==> config.mk <==
export PLATFORM = sky130hd
export DESIGN_NAME = countdown_timer
export DESIGN_NICKNAME = d
export VERILOG_FILES = /design/src/rtl/countdown_timer.sv
export SDC_FILE = /design/constraint.sdc
export NUM_CORES = 1
export LEC_CHECK = 0
export ABC_AREA = 1
export ABC_CLOCK_PERIOD_IN_PS = 1200
export CORE_UTILIZATION = 46
export CTS_CLUSTER_DIAMETER = 60
export DETAILED_ROUTE_END_ITERATION = 10
export GPL_TIMING_DRIVEN = 0
export PLACE_DENSITY = 0.84
export SLEW_MARGIN = 20
export SYNTH_ARGS = -nofsm -noshare
export SYNTH_HDL_FRONTEND = slang
export SYNTH_SLANG_ARGS = --single-unit
==> constraint.sdc <==
create_clock -name clk -period 1.2 [get_ports clk]
set_clock_uncertainty 0.05 [all_clocks]
set_input_delay 0.24 -clock clk [delete_from_list [all_inputs] [get_ports clk]]
set_output_delay 0.24 -clock clk [all_outputs]
set_load 0.03 [all_outputs]
==> src/rtl/countdown_timer.sv <==
// ---------------------------------------------------------------------------
// countdown_timer
//
// Loadable down-counting timer, the count-down partner of the mod-N up
// counters. A programmed value is counted down to zero, one step per enable
// tick. At expiry a combinational terminal-borrow strobe (tc) is raised, and
// a registered one-cycle done pulse follows on the next cycle. The timer runs
// either one-shot (returns to idle at expiry) or periodic (reloads the last
// loaded value and keeps running). The enable input is normally the terminal
// count of a slower counter, so the timer acts as a timebase consumer.
//
// Parameters
//   W         counter width in bits; largest load value is 2^W-1
//
// Ports
//   clk       clock, every state update on the rising edge
//   reset     asynchronous, active-low reset
//   load      capture load_val into both the count and reload registers
//   load_val  value captured on load
//   start     start counting from idle, or resume from pause
//   stop      pause counting, count held
//   periodic  1 = auto-reload at expiry, 0 = one-shot (looked at only at expiry)
//   enable    count tick, decrements only while running
//   count     current count value
//   busy      high while running or paused
//   tc        terminal borrow: running, enable high and count equal to one
//   done      registered one-cycle pulse after expiry or after a zero-start
// ---------------------------------------------------------------------------
module countdown_timer #(
  parameter int W = 8
) (
  input  logic         clk,
  input  logic         reset,
  input  logic         load,
  input  logic [W-1:0] load_val,
  input  logic         start,
  input  logic         stop,
  input  logic         periodic,
  input  logic         enable,
  output logic [W-1:0] count,
  output logic         busy,
  output logic         tc,
  output logic         done
);

  // Three operating modes. PAUSE is kept separate from IDLE so that a
  // resume does not need a fresh load, and so that busy stays high while
  // the count is frozen.
  typedef enum logic [1:0] {
    IDLE  = 2'd0,
    RUN   = 2'd1,
    PAUSE = 2'd2
  } state_t;

  localparam logic [W-1:0] ONE  = W'(1);
  localparam logic [W-1:0] ZERO = '0;

  state_t       state;
  state_t       state_next;
  logic [W-1:0] count_next;
  logic [W-1:0] reload;
  logic [W-1:0] reload_next;
  logic         done_next;

  // State, count, reload value and the done pulse are all registered here.
  // The reset is asynchronous so a timer can be killed mid-run without
  // waiting for a clock edge; every register returns to zero / IDLE.
  always_ff @(posedge clk or negedge reset) begin
    if (!reset) begin
      state  <= IDLE;
      count  <= ZERO;
      reload <= ZERO;
      done   <= 1'b0;
    end else begin
      state  <= state_next;
      count  <= count_next;
      reload <= reload_next;
      done   <= done_next;
    end
  end

  // Next-state and next-count decision. The controls are resolved in a
  // fixed priority: load beats stop, stop beats start, start beats enable.
  // A load always lands the timer in IDLE with the new value and throws
  // away any expiry that would have happened in the same cycle, which is
  // why done_next is only ever set outside the load branch.
  // In RUN a start has nothing to do, so the enable tick is still honoured.
  // When the count reaches one and a tick arrives, that is the expiry:
  // a one-shot timer parks at zero in IDLE, a periodic timer reloads and
  // keeps running. The count==0 guard in RUN means the counter can never
  // wrap below zero even if that state were somehow reached.
  always_comb begin
    state_next  = state;
    count_next  = count;
    reload_next = reload;
    done_next   = 1'b0;

    if (load) begin
      count_next  = load_val;
      reload_next = load_val;
      state_next  = IDLE;
    end else if (stop) begin
      if (state == RUN) begin
        state_next = PAUSE;
      end
    end else begin
      case (state)
        IDLE: begin
          if (start) begin
            if (count != ZERO) begin
              state_next = RUN;
            end else begin
              done_next = 1'b1;
            end
          end
        end

        PAUSE: begin
          if (start) begin
            state_next = RUN;
          end
        end

        RUN: begin
          if (enable) begin
            if (count == ONE) begin
              done_next = 1'b1;
              if (periodic) begin
                count_next = reload;
              end else begin
                count_next = ZERO;
                state_next = IDLE;
              end
            end else if (count != ZERO) begin
              count_next = count - ONE;
            end
          end
        end

        default: begin
          state_next = IDLE;
        end
      endcase
    end
  end

  // Status outputs. tc is deliberately combinational so a downstream
  // counter can chain off it in the same cycle as the expiry; done is the
  // registered version and arrives one cycle later.
  always_comb begin
    busy = (state != IDLE);
    tc   = (state == RUN) && enable && (count == ONE);
  end

endmodule

Yosys cells after proc, flatten, opt, wreduce, memory -nomap -nowiden
Index checks and enable logic that the tools add are counted.
{"block": "op_classes", "multipliers": 0, "addsub": 1, "eq_ne": 11, "mux": 24, "shift": 0, "magnitude_cmp": 0, "bitwise": 0, "reduce_logical": 10, "n_div": 0}
{"cell": "8-bit two-way mux", "count": 7}
{"cell": "4-bit != test (second input constant)", "count": 6}
{"cell": "2-bit two-way mux", "count": 9}
{"cell": "8-bit by 1-bit == test with 1-bit output (second input constant)", "count": 1}
{"cell": "8-bit nonzero test", "count": 1}
{"cell": "8-bit by 1-bit subtractor with 8-bit output (second input constant)", "count": 1}
{"cell": "7-bit AND reduction", "count": 1}
{"cell": "1-bit two-way mux", "count": 6}
{"cell": "2-bit case mux with 3 select lines", "count": 1}
{"cell": "2-bit nonzero test", "count": 3}
{"cell": "4-bit AND reduction", "count": 1}
{"cell": "3-bit by 2-bit != test with 1-bit output (second input constant)", "count": 1}
{"cell": "3-bit nonzero test", "count": 1}
{"cell": "2-bit by 1-bit == test with 1-bit output (second input constant)", "count": 1}
{"cell": "2-bit == test (second input constant)", "count": 1}
{"cell": "1-bit logical AND", "count": 2}
{"cell": "2-bit zero test", "count": 1}
{"cell": "2-bit != test (second input constant)", "count": 1}
{"cell": "1-bit case mux with 2 select lines", "count": 1}
{"block": "totals", "memories": 0, "latch_bits": 0, "ram_bits": 0, "regBits": 19, "input_bits": 15, "rom_bits": 0}

Logic depth before layout (Yosys ltp)
{"block": "depth", "ltp_word": 7, "depth_mapped": 11}

Worst setup path after synthesis
No wires, ideal clock.
{"block": "synth_path", "path_type": "flip-flop to output port", "start": "register count[1]", "end": "output tc", "path_buffers": 0, "slack_ns": -0.502, "path_stages_with_launch": 7, "required_ns": 0.910, "t_arrival_ns": 1.412, "path_cell_list": "dfrtp_1 -> inv_1 -> ha_1 -> nand2_2 -> nor2_4 -> nand3_1 -> inv_1"}
{"block": "synth_between", "elab_chain_cells": 2}
{"element": "start, declared", "line_no": "40", "text": "output logic [W-1:0] count,"}
{"element": "start signal, assigned", "line_no": "76", "text": "count <= count_next;"}
{"element": "8-bit by 1-bit == test with 1-bit output", "line_no": "152", "text": "tc = (state == RUN) && enable && (count == ONE);"}
{"element": "1-bit logical AND", "line_no": "152"}
{"element": "end, declared", "line_no": "42", "text": "output logic tc,"}
Every way passes these cells.

Worst setup path after layout
Ends and elaborated chain as after synthesis.

==> flow_metrics.py <==
metrics = {
    "critical_path": {
        "r2r_setup_slack_ns": -0.41,
        "reg2reg_to": "count[2]$_DFFE_PN0P_",
        "worst_path_max_delay_cell": "dfrtp_2",
        "cp_cell_sequence": "inv_2, ha_4, nand2_4, nor2_4, nand3_4, inv_4, buf_6",
        "crit_family": "flip-flops",
        "crit_cells": 7,
        "crit_fanout": 2,
        "cp.arrival_ns": 1.39,
        "r2r_start": "count[5]$_DFFE_PN0P_",
        "r2r_cells": 12,
        "critPathLaunchType": "flip-flop",
        "critPathCapture": "tc",
        "critical_path_class": "reg -> out",
        "worstSetupStartpoint": "count[1]$_DFFE_PN0P_",
        "cp.required_ns": 0.91,
        "end_kind": "output port",
        "crit_buf_inv": 3,
        "max_stage_delay_ns": 0.43,
    },
    "sta": {
        "drv_slew": 0,
        "setup_slack_ns": -0.483,
        "relSlewSlack": 0.408,
        "post-route-min-period_ns": 1.68,
        "fin_tns_setup_ns": -5.39,
        "max_freq_mhz": 594,
        "worst_pin_slew_ns": 0.887,
        "hold_violations": 19,
        "setup_viol_count_final": 21,
        "whs_ns": -0.0186,
        "rsz0062_at_grt": "true",
        "fin_crit_sh": 1.40,
    },
    "drt": {
        "ant_nets": 0,
        "finalWirelength_mm": 3.39,
        "detail_route.iter0.violations": 31,
        "wl_per_cell_um": 12.9,
        "route.vias.total": 1331,
        "via_per_inst": 5.04,
        "drt_pass1_iterations": 4,
        "drc": 0,
    },
    "clock_tree": {
        "cts_num_sinks": 19,
        "clk_pin_slew_ns": 0.12,
        "clock_latency_ns": 0.31,
        "cts_max_path_buffers": 2,
        "cts_tree": "done",
        "cts-root-buf": "clkbuf_4",
        "cts_hold_buf": 0,
        "ctsHtreeMaxLevel": 1,
        "cts_buffers": 3,
    },
    "power_and_ir_drop": {
        "power_mw": 2.43,
        "swShare": 0.419,
        "internal_power_mw": 1.41,
        "pwr-share-comb": 0.507,
        "power.share.sequential": 0.351,
        "power.density_nw_per_um2": 1310,
        "p_sw_mw": 1.02,
        "pwr-share-clk": 0.141,
        "max-vdd-ir-drop_uv": 1230,
        "p_leak_nw": 0.990,
    },
    "logic_synthesis": {
        "syn_inst": 190,
        "yosys_warnings": 0,
        "yosysSeqAreaShare": 0.370,
        "ys_types": 22,
        "postSynthAreaPerCell_um2": 6.76,
        "syn_area_um2": 1280,
        "ys_ff_latch": 19,
        "synth_fp_nets": 208,
    },
    "grt": {
        "grt-ovfl-total": 0,
        "grt.total_usage": 0.256,
        "grt_pass1_vias": 1136,
        "grt_util_met3": 0.0500,
        "busiest_layer": "met2",
        "grt_max_degree": 20,
        "grt_pass1_wl_mm": 5.31,
        "grt_antenna_before_repair": 0,
        "use_met2": 0.408,
        "use_met1": 0.342,
    },
    "floorplan": {
        "fp.dieH_um": 54.9,
        "dieArea_um2": 3010,
        "pin_count": 26,
        "rows": 18,
        "core_area_um2": 2570,
        "die_x_um": 54.9,
        "start_util": 0.500,
    },
    "run": {
        "drv_cap": 0,
    },
    "cells_and_area": {
        "drive_above_1_share": 0.338,
        "area_delta_synth_final_pct": 43.7,
        "finalNetCount": 253,
        "final_util": 0.719,
        "final_cell_count_no_fill": 264,
        "fill_cells": 203,
        "most-common-layout-cells": "nand2_1 (78), buf_6 (20), inv_1 (17)",
        "diodes": 0,
        "final_common_cell": "nand2_1",
    },
    "outcome": {
        "status": "finished, violations left",
        "violations": "hold timing, setup timing",
    },
    "placement": {
        "gp_congestion": 0.845,
        "port_buffers": 24,
        "placedCellCount": 244,
        "dp_hpwl_mm": 2.07,
    },
    "worst_hold_path": {
        "hp-class": "in -> async",
    },
}
-- power groups by stage --
| stage | combinational, mW | sequential (mW) | clock [mW] |
|---|---|---|---|
| after floorplan | 0.526 | 0.969 | 0 |
| after global placement | 0.918 | 0.863 | 0 |
| after detailed placement | 0.933 | 0.866 | 0 |
| after CTS | 1.15 | 0.847 | 0.345 |
| after global routing | 1.34 | 0.860 | 0.376 |
| final | 1.23 | 0.853 | 0.343 |
-- synthesized netlist by cell type --
cell type	instances	area, um^2
nand2_1	86	323
inv_1	21	78.8
dfrtp_1	19	475
nand3_1	18	90.1
nor2_1	7	26.3
nand2_2	6	37.5
nand4_1	6	37.5
buf_6	4	45.0
ha_1	3	37.5
nor2_2	3	18.8
nor2_4	3	33.8
o21ai_0	3	15.0
inv_2	2	7.51
a21oi_1	1	5.00
buf_2	1	5.00
nand2b_1	1	6.26
nand3_2	1	10.0
nand3b_1	1	7.51
nor3_1	1	5.00
o21ai_1	1	5.00
o21ai_2	1	8.76
or2_1	1	6.26
-- worst min-delay path by stage --
stage / start / end / slack [ns] / cells past startpoint
global placement: reload[5]$_DFFE_PN0P_ / reload[5]$_DFFE_PN0P_ / 0.40 / 2
finish: reset / state[1]$_DFFE_PN0P_ / -0.02 / 1
CTS: periodic / count[3]$_DFFE_PN0P_ / 0.27 / 5
floorplan: reset / count[0]$_DFFE_PN0P_ / -0.11 / 0
detailed placement: reload[6]$_DFFE_PN0P_ / reload[6]$_DFFE_PN0P_ / 0.41 / 2
global route: reset / state[0]$_DFFE_PN0P_ / 0.05 / 1
-- worst register-to-register path: cells and delay by family (launching register included) --
| family | cells | cell delay, ns |
|---|---|---|
| and+or+nand+nor | 8 | 0.63 |
| DFF | 1 | 0.44 |
| buffers and inverters | 4 | 0.43 |
-- per-layer routing --
metal	wire length, um	vias to the layer above
met4	31	0
met3	121	4
met5	0	-
met1	1570	622
met2	1670	28
li1	-	677
-- flip-flops by register name, indices dropped and copies added, names as in the netlist --
| signal | count |
|---|---|
| count | 8 |
| done | 1 |
| reload | 8 |
| state | 2 |
-- kinds of logic (layout without fill, tap and decap cells) --
logic type / after synthesis / count (layout) / share of synthesized area
AND/OR/NAND/NOR: 134 / 135 / 0.468
buffers and inverters: 28 / 71 / 0.106
flip-flops: 19 / 19 / 0.370
AO/OA/AOI/OAI: 6 / 6 / 0.0263
adder cells (fa/ha/maj): 3 / 3 / 0.0292
-- what timing repair did --
| action | CTS | global route |
|---|---|---|
| cloned | 2 | 0 |
| gates resized for setup | 94 | 12 |
| hold endpoints to repair | 0 | 0 |
| pin swaps | 7 | 2 |
| buffers inserted | 12 | 2 |
| endpoints found under the setup margin | 27 | 30 |
-- final cells by class --
| cell class | instances | area, um^2 | share of cell area |
|---|---|---|---|
| inverter | 23 | 88.8 | 0.0481 |
| timing repair buffer | 39 | 387 | 0.209 |
| clock buffer | 3 | 22.5 | 0.0122 |
| tap | 30 | 37.5 | 0.0203 |
| clock inverter | 1 | 5.00 | 0.00271 |
| buffer | 5 | 50.0 | 0.0271 |
| sequential | 19 | 485 | 0.263 |
| multi-input combinational | 144 | 771 | 0.417 |
-- metrics by stage --
stage / hold slack, ns / setup slack, ns / instance area [um^2]
6_report: -0.0186 / -0.483 / 1850
5_1_grt: 0.0453 / -0.542 / 1850
4_1_cts: 0.266 / -0.472 / 1800
3_5_place_dp: 0.408 / -0.900 / 1600
3_3_place_gp: 0.402 / -0.901 / 1600
2_1_floorplan: -0.106 / -0.289 / 1320
No activity file was read; power rests on OpenSTA's default activity.
==> variant: new RTL, config.mk and constraints unchanged <==
Register the output `count` once more, with the module's reset; this adds one clock of latency there. The other outputs are not delayed to match. Comments in the files are not updated.
--- a/src/rtl/countdown_timer.sv
+++ b/src/rtl/countdown_timer.sv
@@ -56,4 +56,6 @@
   localparam logic [W-1:0] ZERO = '0;
 
+  logic [W-1:0] count_s0;
+
   state_t       state;
   state_t       state_next;
@@ -69,10 +71,10 @@
     if (!reset) begin
       state  <= IDLE;
-      count  <= ZERO;
+      count_s0 <= ZERO;
       reload <= ZERO;
       done   <= 1'b0;
     end else begin
       state  <= state_next;
-      count  <= count_next;
+      count_s0 <= count_next;
       reload <= reload_next;
       done   <= done_next;
@@ -92,5 +94,5 @@
   always_comb begin
     state_next  = state;
-    count_next  = count;
+    count_next  = count_s0;
     reload_next = reload;
     done_next   = 1'b0;
@@ -108,5 +110,5 @@
         IDLE: begin
           if (start) begin
-            if (count != ZERO) begin
+            if (count_s0 != ZERO) begin
               state_next = RUN;
             end else begin
@@ -124,5 +126,5 @@
         RUN: begin
           if (enable) begin
-            if (count == ONE) begin
+            if (count_s0 == ONE) begin
               done_next = 1'b1;
               if (periodic) begin
@@ -132,6 +134,6 @@
                 state_next = IDLE;
               end
-            end else if (count != ZERO) begin
-              count_next = count - ONE;
+            end else if (count_s0 != ZERO) begin
+              count_next = count_s0 - ONE;
             end
           end
@@ -150,5 +152,13 @@
   always_comb begin
     busy = (state != IDLE);
-    tc   = (state == RUN) && enable && (count == ONE);
+    tc   = (state == RUN) && enable && (count_s0 == ONE);
+  end
+
+  always_ff @(posedge clk or negedge reset) begin
+    if (!reset) begin
+      count <= '0;
+    end else begin
+      count <= count_s0;
+    end
   end
 
Behaviour: not the same (Yosys sat finds a counterexample within 4 cycles, from zero or initial values and one cycle with reset low).
==> variant against the original RTL <==
The flow finishes with violations (design-rule violations, negative setup slack); worst hold slack better by 0.39 ns; sequential cell count up 8; routed wire length down 5.3%; maximum frequency down 1.7%; global-route usage down 3.7 points; via count down 1.7%; setup slack worse by 0.029 ns; sequential power up 42%; design area up 3.9%; synthesized cell count down 2.6%; synthesized area up 8.5%; total power up 15%; critical path type unchanged; largest power group is now sequential cells; highest routed layer unchanged.
==> variant: results (changes against the original RTL) <==
Detailed Route Iter0 Violations -> 44 (+42%)
Violated checks -> design-rule violations, negative setup slack
Synthesized cell area -> 1390 um2 (+8.5%)
Count of plain and timing-repair buffers in the layout -> 46 (+4.5%)
Outcome -> finished, violations left
Met2 layer wire length in the routed design -> 1570 um (-6.1%)
Vias in the first global route -> 1274 (+12%)
First-pass GRT wire length -> 5600 um (+5.4%)
Post-detailed-route via-to-cell ratio -> 4.98 (-1.3%)
Detailed-routing iteration count for the pre-antenna-repair pass -> 7 (+3)
Final sequential cell count -> 27 (+8)
Placed Cells incl. Taps -> 241 (-1.2%)
Routability congestion estimate -> 0.896 (+6.0%)
Commonest cells in the netlist -> 69 x sky130_fd_sc_hd__nand2_1, 27 x sky130_fd_sc_hd__dfrtp_1, 23 x sky130_fd_sc_hd__inv_1, 16 x sky130_fd_sc_hd__nor2_1
Count of input and output buffers -> 25 (+4.2%)
Routed met1 length -> 1450 um (-7.3%)
Worst path max stage delay -> 0.50 ns (+0.07 ns)
Pin count of the biggest net entering global routing -> 28 (+40%)
Total Neg Setup Slack -> -4.78 ns (+0.611 ns)
Synth-to-layout area growth -> 37.7%
Static Leakage -> 0.998 nW (+0.76%)
Number of multi-input logic gates -> 132 (-8.3%)
Unique masters post-synth -> 20 (-9.1%)
Post-route setup slack -> -0.512 ns (-0.0291 ns)
Data arrival time of the critical path -> 1.42 ns (+0.03 ns)
Tightest slew margin relative to the limit -> 0.614 (+0.206)
Routed WL -> 3210 um (-5.3%)
Global-route usage over all layers -> 0.219 (-0.0371)
Met3 routed WL -> 124 um (+2.5%)
Post-place setup slack -> -0.804 ns (+0.0953 ns)
Critical register-to-register path startpoint -> count_s0[1]
Multi-input gate area -> 716 um2 (-7.1%)
Critical path's slowest cell -> sky130_fd_sc_hd__dfrtp_1
Footprint of the flip-flops and latches -> 678 um2 (+40%)
Setup Viol. Count Final -> 13 (-38%)
Final-layout fill cell count -> 215 (+5.9%)
Start point of the critical path -> count_s0[2]
Total number of nets in the final design -> 251 (-0.79%)
Per-instance average area after synthesis -> 7.53 um2 (+11%)
Drc violations -> 2 (+2)
Synthesized netlist net count -> 203 (-2.4%)
Critical path peak fanout -> 6 (+4)
Internal Power -> 0.00168 W (+19%)
Clock insertion delay at the later pin of the skew report -> 0.33 ns (+0.02 ns)
[variant: changes by cell type after synthesis, moves of 2 or more]
cell,delta
sky130_fd_sc_hd__buf_6,-3
sky130_fd_sc_hd__dfrtp_1,+8
sky130_fd_sc_hd__inv_1,+2
sky130_fd_sc_hd__inv_2,-2
sky130_fd_sc_hd__nand2_1,-17
sky130_fd_sc_hd__nand2_2,-3
sky130_fd_sc_hd__nand3_1,-6
sky130_fd_sc_hd__nand4_1,-3
sky130_fd_sc_hd__nor2_1,+9
sky130_fd_sc_hd__nor2_2,-2
sky130_fd_sc_hd__nor3_1,+2
sky130_fd_sc_hd__o21ai_0,+9
[variant: metal layers]
metal | global-route usage | vias to the layer above
met5 | 0 | -
met4 | 0.122 | 0
met3 | 0.0249 | 6
met2 | 0.338 | 36
met1 | 0.301 | 594
li1 | - | 673
[variant: power by group through the flow]
stage	clock network, W	registers, W	logic (W)
after floorplan	0	0.00134	0.000490
after global placement	0	0.00121	0.000925
after detailed placement	0	0.00122	0.000943
after CTS	0.000394	0.00120	0.00110
after global routing	0.000442	0.00123	0.00130
final	0.000394	0.00121	0.00119
[variant: cell families (layout without fill, tap and decap cells)]
group | Yosys count | after routing | share of synthesized area
buffers and inverters | 26 | 73 | 0.0772
xor gates and xnor gates | 1 | 1 | 0.00628
adders and majority gates | 3 | 3 | 0.0269
and+or+nand+nor | 109 | 109 | 0.330
DFF | 27 | 27 | 0.485
AOI/OAI and AO/OA | 19 | 19 | 0.0745
[variant: what timing repair did]
| action | in CTS | in global routing |
|---|---|---|
| hold buffers | 1 | 0 |
| buffers inserted | 13 | 4 |
| resized for setup | 80 | 19 |
| pin swaps | 8 | 6 |
| cloned | 1 | 0 |
| setup endpoints to repair | 22 | 15 |
| hold endpoints to repair | 27 | 0 |
